$ cat src/rtl/mem_resp_pkg.sv
// Shared types and constants for the mem_responder REQ/ACK memory slave.
// Optional write protection is enabled with the MEM_RESP_WP_EN macro.
package mem_resp_pkg;

   localparam int CNT_W    = 4;
   localparam int MAX_WAIT = (1 << CNT_W) - 1;
   localparam int DEF_AW   = 8;
   localparam int DEF_DW   = 8;

   typedef enum logic [1:0] {
      S_IDLE = 2'd0,
      S_WAIT = 2'd1,
      S_ACK  = 2'd2
   } state_e;

endpackage

$ cat src/rtl/mem_resp_array.sv
// DW x 2^AW data storage: synchronous write, synchronous read into a
// resettable output register. Storage itself is never cleared.
module mem_resp_array
   import mem_resp_pkg::*;
#(
   parameter int AW = DEF_AW,
   parameter int DW = DEF_DW
) (
   input  logic          clk,
   input  logic          reset_n,
   input  logic          we,
   input  logic          re,
   input  logic [AW-1:0] addr,
   input  logic [DW-1:0] wdata,
   output logic [DW-1:0] rdata
);

   logic [DW-1:0] mem [0:(1<<AW)-1];

   always_ff @(posedge clk) begin
      if (we) mem[addr] <= wdata;
   end

   always_ff @(posedge clk or negedge reset_n) begin
      if (!reset_n)  rdata <= '0;
      else if (re)   rdata <= mem[addr];
   end

endmodule

$ cat src/rtl/mem_responder.sv
// REQ/ACK memory responder: IDLE -> WAIT (WAIT_CYCLES) -> one-cycle ACK.
// Define MEM_RESP_WP_EN to block writes at addresses >= WP_BASE.
module mem_responder
   import mem_resp_pkg::*;
#(
   parameter int             AW          = DEF_AW,
   parameter int             DW          = DEF_DW,
   parameter int             WAIT_CYCLES = 2,
   parameter logic [AW-1:0]  WP_BASE     = AW'(8'hF0)
) (
   input  logic          clk,
   input  logic          reset_n,
   input  logic          REQ,
   input  logic          WE,
   input  logic [AW-1:0] ADDR,
   input  logic [DW-1:0] WDATA,
   output logic          ACK,
   output logic [DW-1:0] RDATA,
   output logic          BUSY,
   output logic          WP_ERR
);

   if (WAIT_CYCLES < 0 || WAIT_CYCLES > MAX_WAIT) begin : g_bad_wait
      $error("mem_responder: WAIT_CYCLES must be within 0..15");
   end

   localparam logic [CNT_W-1:0] CNT_LOAD =
      CNT_W'((WAIT_CYCLES > 0) ? WAIT_CYCLES - 1 : 0);

   state_e           state;
   logic [CNT_W-1:0] cnt;
   logic             we_q;
   logic [AW-1:0]    addr_q;
   logic [DW-1:0]    wdata_q;
   logic             ack_q;

   logic             enter_ack;
   logic             op_we;
   logic [AW-1:0]    op_addr;
   logic [DW-1:0]    op_wdata;
   logic             wp_block;
   logic             mem_we;
   logic             mem_re;

   // With zero wait states the access happens on the accept edge, so the
   // live bus is used; otherwise the captured copy drives the array.
   always_comb begin
      op_we     = (state == S_IDLE) ? WE    : we_q;
      op_addr   = (state == S_IDLE) ? ADDR  : addr_q;
      op_wdata  = (state == S_IDLE) ? WDATA : wdata_q;
      enter_ack = ((state == S_IDLE) && REQ && (WAIT_CYCLES == 0)) ||
                  ((state == S_WAIT) && (cnt == '0));
`ifdef MEM_RESP_WP_EN
      wp_block  = op_we && (op_addr >= WP_BASE);
`else
      wp_block  = 1'b0;
`endif
      // reset_n gate drops a write whose commit edge coincides with reset
      mem_we    = enter_ack && op_we && !wp_block && reset_n;
      mem_re    = enter_ack && !op_we;
   end

   always_ff @(posedge clk or negedge reset_n) begin
      if (!reset_n) begin
         state   <= S_IDLE;
         cnt     <= '0;
         we_q    <= 1'b0;
         addr_q  <= '0;
         wdata_q <= '0;
         ack_q   <= 1'b0;
      end else begin
         ack_q <= enter_ack;
         case (state)
            S_IDLE: begin
               if (REQ) begin
                  we_q    <= WE;
                  addr_q  <= ADDR;
                  wdata_q <= WDATA;
                  if (WAIT_CYCLES == 0) begin
                     state <= S_ACK;
                  end else begin
                     state <= S_WAIT;
                     cnt   <= CNT_LOAD;
                  end
               end
            end
            S_WAIT: begin
               if (cnt == '0) state <= S_ACK;
               else           cnt   <= cnt - 1'b1;
            end
            S_ACK:   state <= S_IDLE;
            default: state <= S_IDLE;
         endcase
      end
   end

`ifdef MEM_RESP_WP_EN
   logic wp_q;

   always_ff @(posedge clk or negedge reset_n) begin
      if (!reset_n) wp_q <= 1'b0;
      else          wp_q <= enter_ack && wp_block;
   end

   assign WP_ERR = wp_q;
`else
   logic unused_wp;
   assign unused_wp = ^{WP_BASE, wp_block};
   assign WP_ERR    = 1'b0;
`endif

   mem_resp_array #(.AW(AW), .DW(DW)) u_array (
      .clk     (clk),
      .reset_n (reset_n),
      .we      (mem_we),
      .re      (mem_re),
      .addr    (op_addr),
      .wdata   (op_wdata),
      .rdata   (RDATA)
   );

   assign ACK  = ack_q;
   assign BUSY = (state != S_IDLE);

endmodule

$ cat config.mk
export PLATFORM = sky130hd
export DESIGN_NAME = mem_responder
export DESIGN_NICKNAME = d
export VERILOG_FILES = /design/src/rtl/mem_resp_pkg.sv /design/src/rtl/mem_resp_array.sv /design/src/rtl/mem_responder.sv
export SDC_FILE = /design/constraint.sdc
export NUM_CORES = 2
export LEC_CHECK = 0
export BUFFER_PORTS_ARGS = -buffer_cell sky130_fd_sc_hd__buf_2
export CORE_MARGIN = 2
export CORE_UTILIZATION = 45
export CTS_CLUSTER_SIZE = 24
export DETAILED_ROUTE_END_ITERATION = 7
export PLACE_DENSITY_LB_ADDON = 0.25
export SYNTH_ARGS = -nofsm -noshare
export SYNTH_HDL_FRONTEND = slang
export SYNTH_SLANG_ARGS = --single-unit
export TNS_END_PERCENT = 1
$ cat constraint.sdc
create_clock -name clk -period 7.7 [get_ports clk]
set_input_delay 0.77 -clock clk [delete_from_list [all_inputs] [get_ports clk]]
set_output_delay 0.77 -clock clk [all_outputs]
set_load 0.005 [all_outputs]
## Word level (Yosys, flattened, before mapping)

Memory sizes are Yosys's and may differ from the RTL's. A register that Yosys moved wholly into a read port is not among the register bits.
Index checks and enable logic that the tools add are counted.

- Register bits: 24
- RAM bits: 2048
- Input bits: 20
- Output and inout port bits: 11
- Logic and storage cells: 36
- Memories: 1

- Add/subtract/negate cells: 1
- Equality and inequality tests: 4
- Muxes and demuxes: 11
- Reduce and logical (&&, ||, !) cells: 13

Memory list:

| memory | depth | bits a word | read ports | clocked after memory_dff | write ports | line | text |
|---|---|---|---|---|---|---|---|
| u_array.mem | 256 | 8 | 1 | 1 | 1 | mem_resp_array.sv:18 | `logic [DW-1:0] mem [0:(1<<AW)-1];` |

Operator list:

| kind | count |
|---|---|
| $mux W8 | 2 |
| $mux W4 | 2 |
| $pmux W4 S2 | 1 |
| $logic_and A1 B1 Y1 | 4 |
| $logic_not A4 Y1 | 1 |
| $mux W2 | 2 |
| $ne A2 B2 Y1 const B | 2 |
| $pmux W2 S2 | 1 |
| $reduce_and A2 Y1 | 2 |
| $reduce_bool A2 Y1 | 2 |
| $sub A4 B1 Y4 const B | 1 |
| $mux W1 | 3 |
| $reduce_and A3 Y1 | 1 |
| $eq A2 B1 Y1 const B | 1 |
| $logic_not A1 Y1 | 2 |
| $logic_not A2 Y1 | 1 |
| $ne A2 B1 Y1 const B | 1 |

## Depth between registers and ports, before layout

- Depth in word-level cells: 6
- Mapped depth: 14
- Gate-level depth less buffers: 10

## By module

A second synthesis with hierarchy kept.

- Cell total of the unflattened synthesis: 3685
- Area total of the unflattened synthesis: 80741.2 sq um

Modules (own cells, without submodules):

| module | instances | cells each | area an instance (sq um) | sequential area each (sq um) |
|---|---|---|---|---|
| mem_resp_array | 1 | 3591 | 79532.5 | 61699.2 |
| mem_responder | 1 | 94 | 1208.7 | 600.6 |

## Worst setup path before layout

No wires, ideal clock.

- Path type: register to register
- Start: register state[0]
- End: memory u_array.mem[0][0] (netlist bit) (data pin)
- Library setup time: 0.823 ns
- Data arrival time: 4.655 ns
- Path slack: 2.223 ns
- Stages on the path, launching flop included: 7
- Buffers on the path: 3
- Period minus slack after synthesis: 5.477 ns
- Cells stage by stage: dfrtp_1 > nor2_8 > buf_2 > clkbuf_1 > buf_1 > nand2_1 > nand2_1

- Cells in the longest elaborated chain, start to end: 2

RTL lines:

| what | line | text |
|---|---|---|
| from (decl) | mem_responder.sv:30 | `state_e state;` |
| from (signal assigned) | mem_responder.sv:65 | `state <= S_IDLE;` |
| from (signal assigned) | mem_responder.sv:80 | `state <= S_ACK;` |
| from (signal assigned) | mem_responder.sv:82 | `state <= S_WAIT;` |
| $logic_not A2 Y1 | mem_responder.sv:50 | `op_wdata = (state == S_IDLE) ? WDATA : wdata_q;` |
| $mux W8 | mem_responder.sv:50 |  |
| net op_wdata[0] | mem_responder.sv:40 | `logic [DW-1:0] op_wdata;` |
| to (decl) | mem_resp_array.sv:18 |  |

The timed path passes the listed nets, and every way through them passes these cells.

## Worst setup path in the final report

- Start: register state[0]
- End: register u_array.rdata[5], read port of u_array.mem

- Cells in the longest elaborated chain, start to end: 4

RTL lines:

| what | line | text |
|---|---|---|
| $logic_not A2 Y1 | mem_responder.sv:48, mem_responder.sv:49 |  |
| $mux W1 | mem_responder.sv:48 | `op_we = (state == S_IDLE) ? WE : we_q;` |
| $logic_not A1 Y1 | mem_responder.sv:60 | `mem_re = enter_ack && !op_we;` |
| $logic_and A1 B1 Y1 | mem_responder.sv:60 |  |
| to (decl) | mem_resp_array.sv:15 | `output logic [DW-1:0] rdata` |

Parallel ways exist; a longest one is shown, timed or not.
A chain may end at the register's enable or synchronous reset.

==> results.cfg <==
[run_status]
status = finished, final reports clean

[timing]
maxSlewViolCount = 0
fin_tns_setup_ns = 0
worst_hold_slack_ns = 0.0424
worst_pin_slew_ns = 1.35
fin_crit_ns = 5.86
finalSetupViolCount = 0
relSlewSlack_pct = 7.54
finalHoldViolations = 0
fin_crit_sh_pct = 76.2
fmax_ghz = 0.171
grt_setup_unrepaired = no
fin_worst_skew_ns = 0.0312

[placement]
gp_congestion = 0.828
portBuffers = 29
hpwl_um = 122000
post-place-cells = 6510

[setup_path]
r2r_slack_ns = 1.84
arrival_ns = 6.58
cp.required_ns = 8.42
crit_path_start = state[0]
worst-path-max-fanout = 41
cp-start-kind = flop
r2r_start = state[0]
critPathKind = flop to flop
end_kind = flop

[synthesis]
synth_area_leader_cell = edfxtp_1
async_flop_share_pct = 1.54
synth-warning-count = 0
synth_area_leaders = edfxtp_1, a22oi_1, a221o_1
ys_seq_elements = 2080
synth_top_area_share_pct = 79.1
ys_seq_area_share_pct = 80.1
avgSynthCellArea_um2 = 17.7
yosys.cell_types.count = 64
synth_edf_count = 2048
synth-main-ff-cell = edfxtp_1
synthTopCellsByCount = edfxtp_1, a22oi_1, a221oi_1, a221o_1, nor2_1
syn_nets = 4425
netlist_area_mm2 = 0.0777
synth_cells = 4404
yosysMostFrequentCell = edfxtp_1

[floorplan]
start_util_pct = 45.3
die_w_um = 420
num_rows = 152
coreArea_mm2 = 0.172
dieArea_mm2 = 0.176
ios = 31
chipHeight_um = 420

[power]
ir_worst_vdd_v = 0.000426
p_leak_nw = 26.3
p_per_area_mw_per_mm2 = 433
power_w = 0.0375

[finish]
final_cells = 6881
nets = 4425
areaGrowthSynthToFinish_pct = 11.4
drive_above_1_share_pct = 10.2

[min_path]
hold_path_class = input port to asynchronous set/reset pin

[clock_network]
cts_hold_buf = 0
clk_pin_slew_ns = 0.06
cts_resized = 0
numCtsBuffers = 202
clk_latency_ns = 0.84
cts_tree = built
post_cts_buffers = 0
cts_buffer_depth = 3
clock-sinks = 2080
cts-htree-levels = 4
cts_root_buffer = clkbuf_16

[grt]
grt_pass1_vias = 42900
antenna_found_initial = 2
grt_max_degree = 203
track_usage_pct = 24.6
grt_pass1_wl_um = 313000
overflow = 0

[routing]
drt_pass1_iterations = 6
drc = 0
vias_per_cell = 6.49
routed_wl_um = 219000
wl_per_cell_um = 31.8
dr_total_vias = 44700
drt.antenna.violating_nets = 0
drt_iter0_drc = 6197

[flow_run]
cap_violations = 0
-- cells in the final DEF, fill, tap and decap left out, types with 6 or more instances in the layout --
| cell | instances |
|---|---|
| a31oi_1 | 14 |
| nor2_1 | 249 |
| nor4b_1 | 6 |
| clkbuf_1 | 50 |
| buf_4 | 93 |
| buf_2 | 29 |
| nand3_2 | 8 |
| nand3_1 | 226 |
| o41ai_1 | 19 |
| nor3_1 | 24 |
| a221o_1 | 279 |
| buf_12 | 20 |
| mux2_2 | 17 |
| a21oi_1 | 24 |
| or4_1 | 9 |
| a311oi_1 | 27 |
| clkinv_2 | 31 |
| a221oi_1 | 285 |
| o21a_1 | 6 |
| clkbuf_16 | 205 |
| a22oi_1 | 460 |
| nor4_1 | 83 |
| bufinv_16 | 9 |
| dfrtp_1 | 32 |
| nand2_4 | 12 |
| edfxtp_1 | 2048 |
| and3_1 | 21 |
| nand2_1 | 127 |
| clkinv_1 | 56 |
-- final cells by class --
| class | count | area (µm²) |
|---|---|---|
| fillers | 13900 | 84900 |
| flip-flops and latches | 2080 | 62300 |
| multi-input cells | 1973 | 14000 |
| clock buffers | 257 | 5350 |
| well taps | 2310 | 2890 |
| repair buffers | 142 | 1240 |
| clock inverters | 113 | 858 |
| inverters | 5 | 18.8 |
| diodes | 1 | 2.50 |
-- layer usage --
| layer | vias to the layer above | global-route usage [%] | wire length [µm] |
|---|---|---|---|
| met1 | 23200 | 34.7 | 88300 |
| met2 | 2474 | 38.2 | 102000 |
| met5 | - | 0 | 15 |
| met3 | 357 | 4.80 | 20400 |
| li1 | 18600 | - | - |
| met4 | 2 | 8.76 | 7790 |
-- path summary, 6_finish.rpt --
| kind | end | cells past startpoint |
|---|---|---|
| setup / recovery | u_array.rdata[5] | 11 |
| hold / removal | wdata_q[4] | 1 |
| max in group asynchronous | u_array.rdata[1] | 1 |
| setup reg to reg | u_array.rdata[5] | 11 |
| min in group clk | wdata_q[0] | 2 |
| hold reg to reg | cnt[0] | 1 |
-- report_power, final --
part	switching (W)	internal, W	total (W)
sequential	0.000101	0.0150	0.0151
clock	0.00420	0.00520	0.00940
combinational	0.00995	0.00303	0.0130
total	0.0142	0.0232	0.0375
-- worst max-delay path: stages, from the launching register on --
cell	delay (ns)
dfrtp_1	0.49
nor2_8	0.64
mux2i_4	0.87
nand2_4	0.70
buf_4	0.47
a221o_1	0.29
a221oi_1	0.27
nor4_1	0.09
a2111oi_0	1.18
buf_4	0.26
o211ai_1	0.09
o31a_1	0.32
-- kinds of logic (layout without fill, tap and decap cells) --
| logic type | after synthesis | count (layout) | share of synthesized area, % |
|---|---|---|---|
| multiplexers | 23 | 23 | 0.369 |
| flip-flops | 2080 | 2080 | 80.1 |
| AO/OA/AOI/OAI | 1153 | 1153 | 12.5 |
| XOR/XNOR | 2 | 2 | 0.0225 |
| AND/OR/NAND/NOR | 793 | 793 | 4.81 |
| other | 1 | 2 | 0.00482 |
| adder cells (fa/ha/maj) | 1 | 1 | 0.0161 |
| buffers and inverters | 351 | 517 | 2.17 |
-- stage by stage --
stage,util [%],setup WS [ns],cell area (µm²)
after floorplan,-,2.22,77700
after detailed placement,46.9,2.14,80400
after global placement,46.9,2.25,80400
after global routing,50.5,1.74,86600
final,50.5,1.84,86600
after CTS,50.5,2.07,86600
-- sequential cells by signal (all words and copies together), names as in the netlist --
name and flops:
u_array.mem 2048, addr_q 8, u_array.rdata 8, wdata_q 8, cnt 4, state 2
ACK 1, we_q 1
Power figures use the tool's default switching activity.
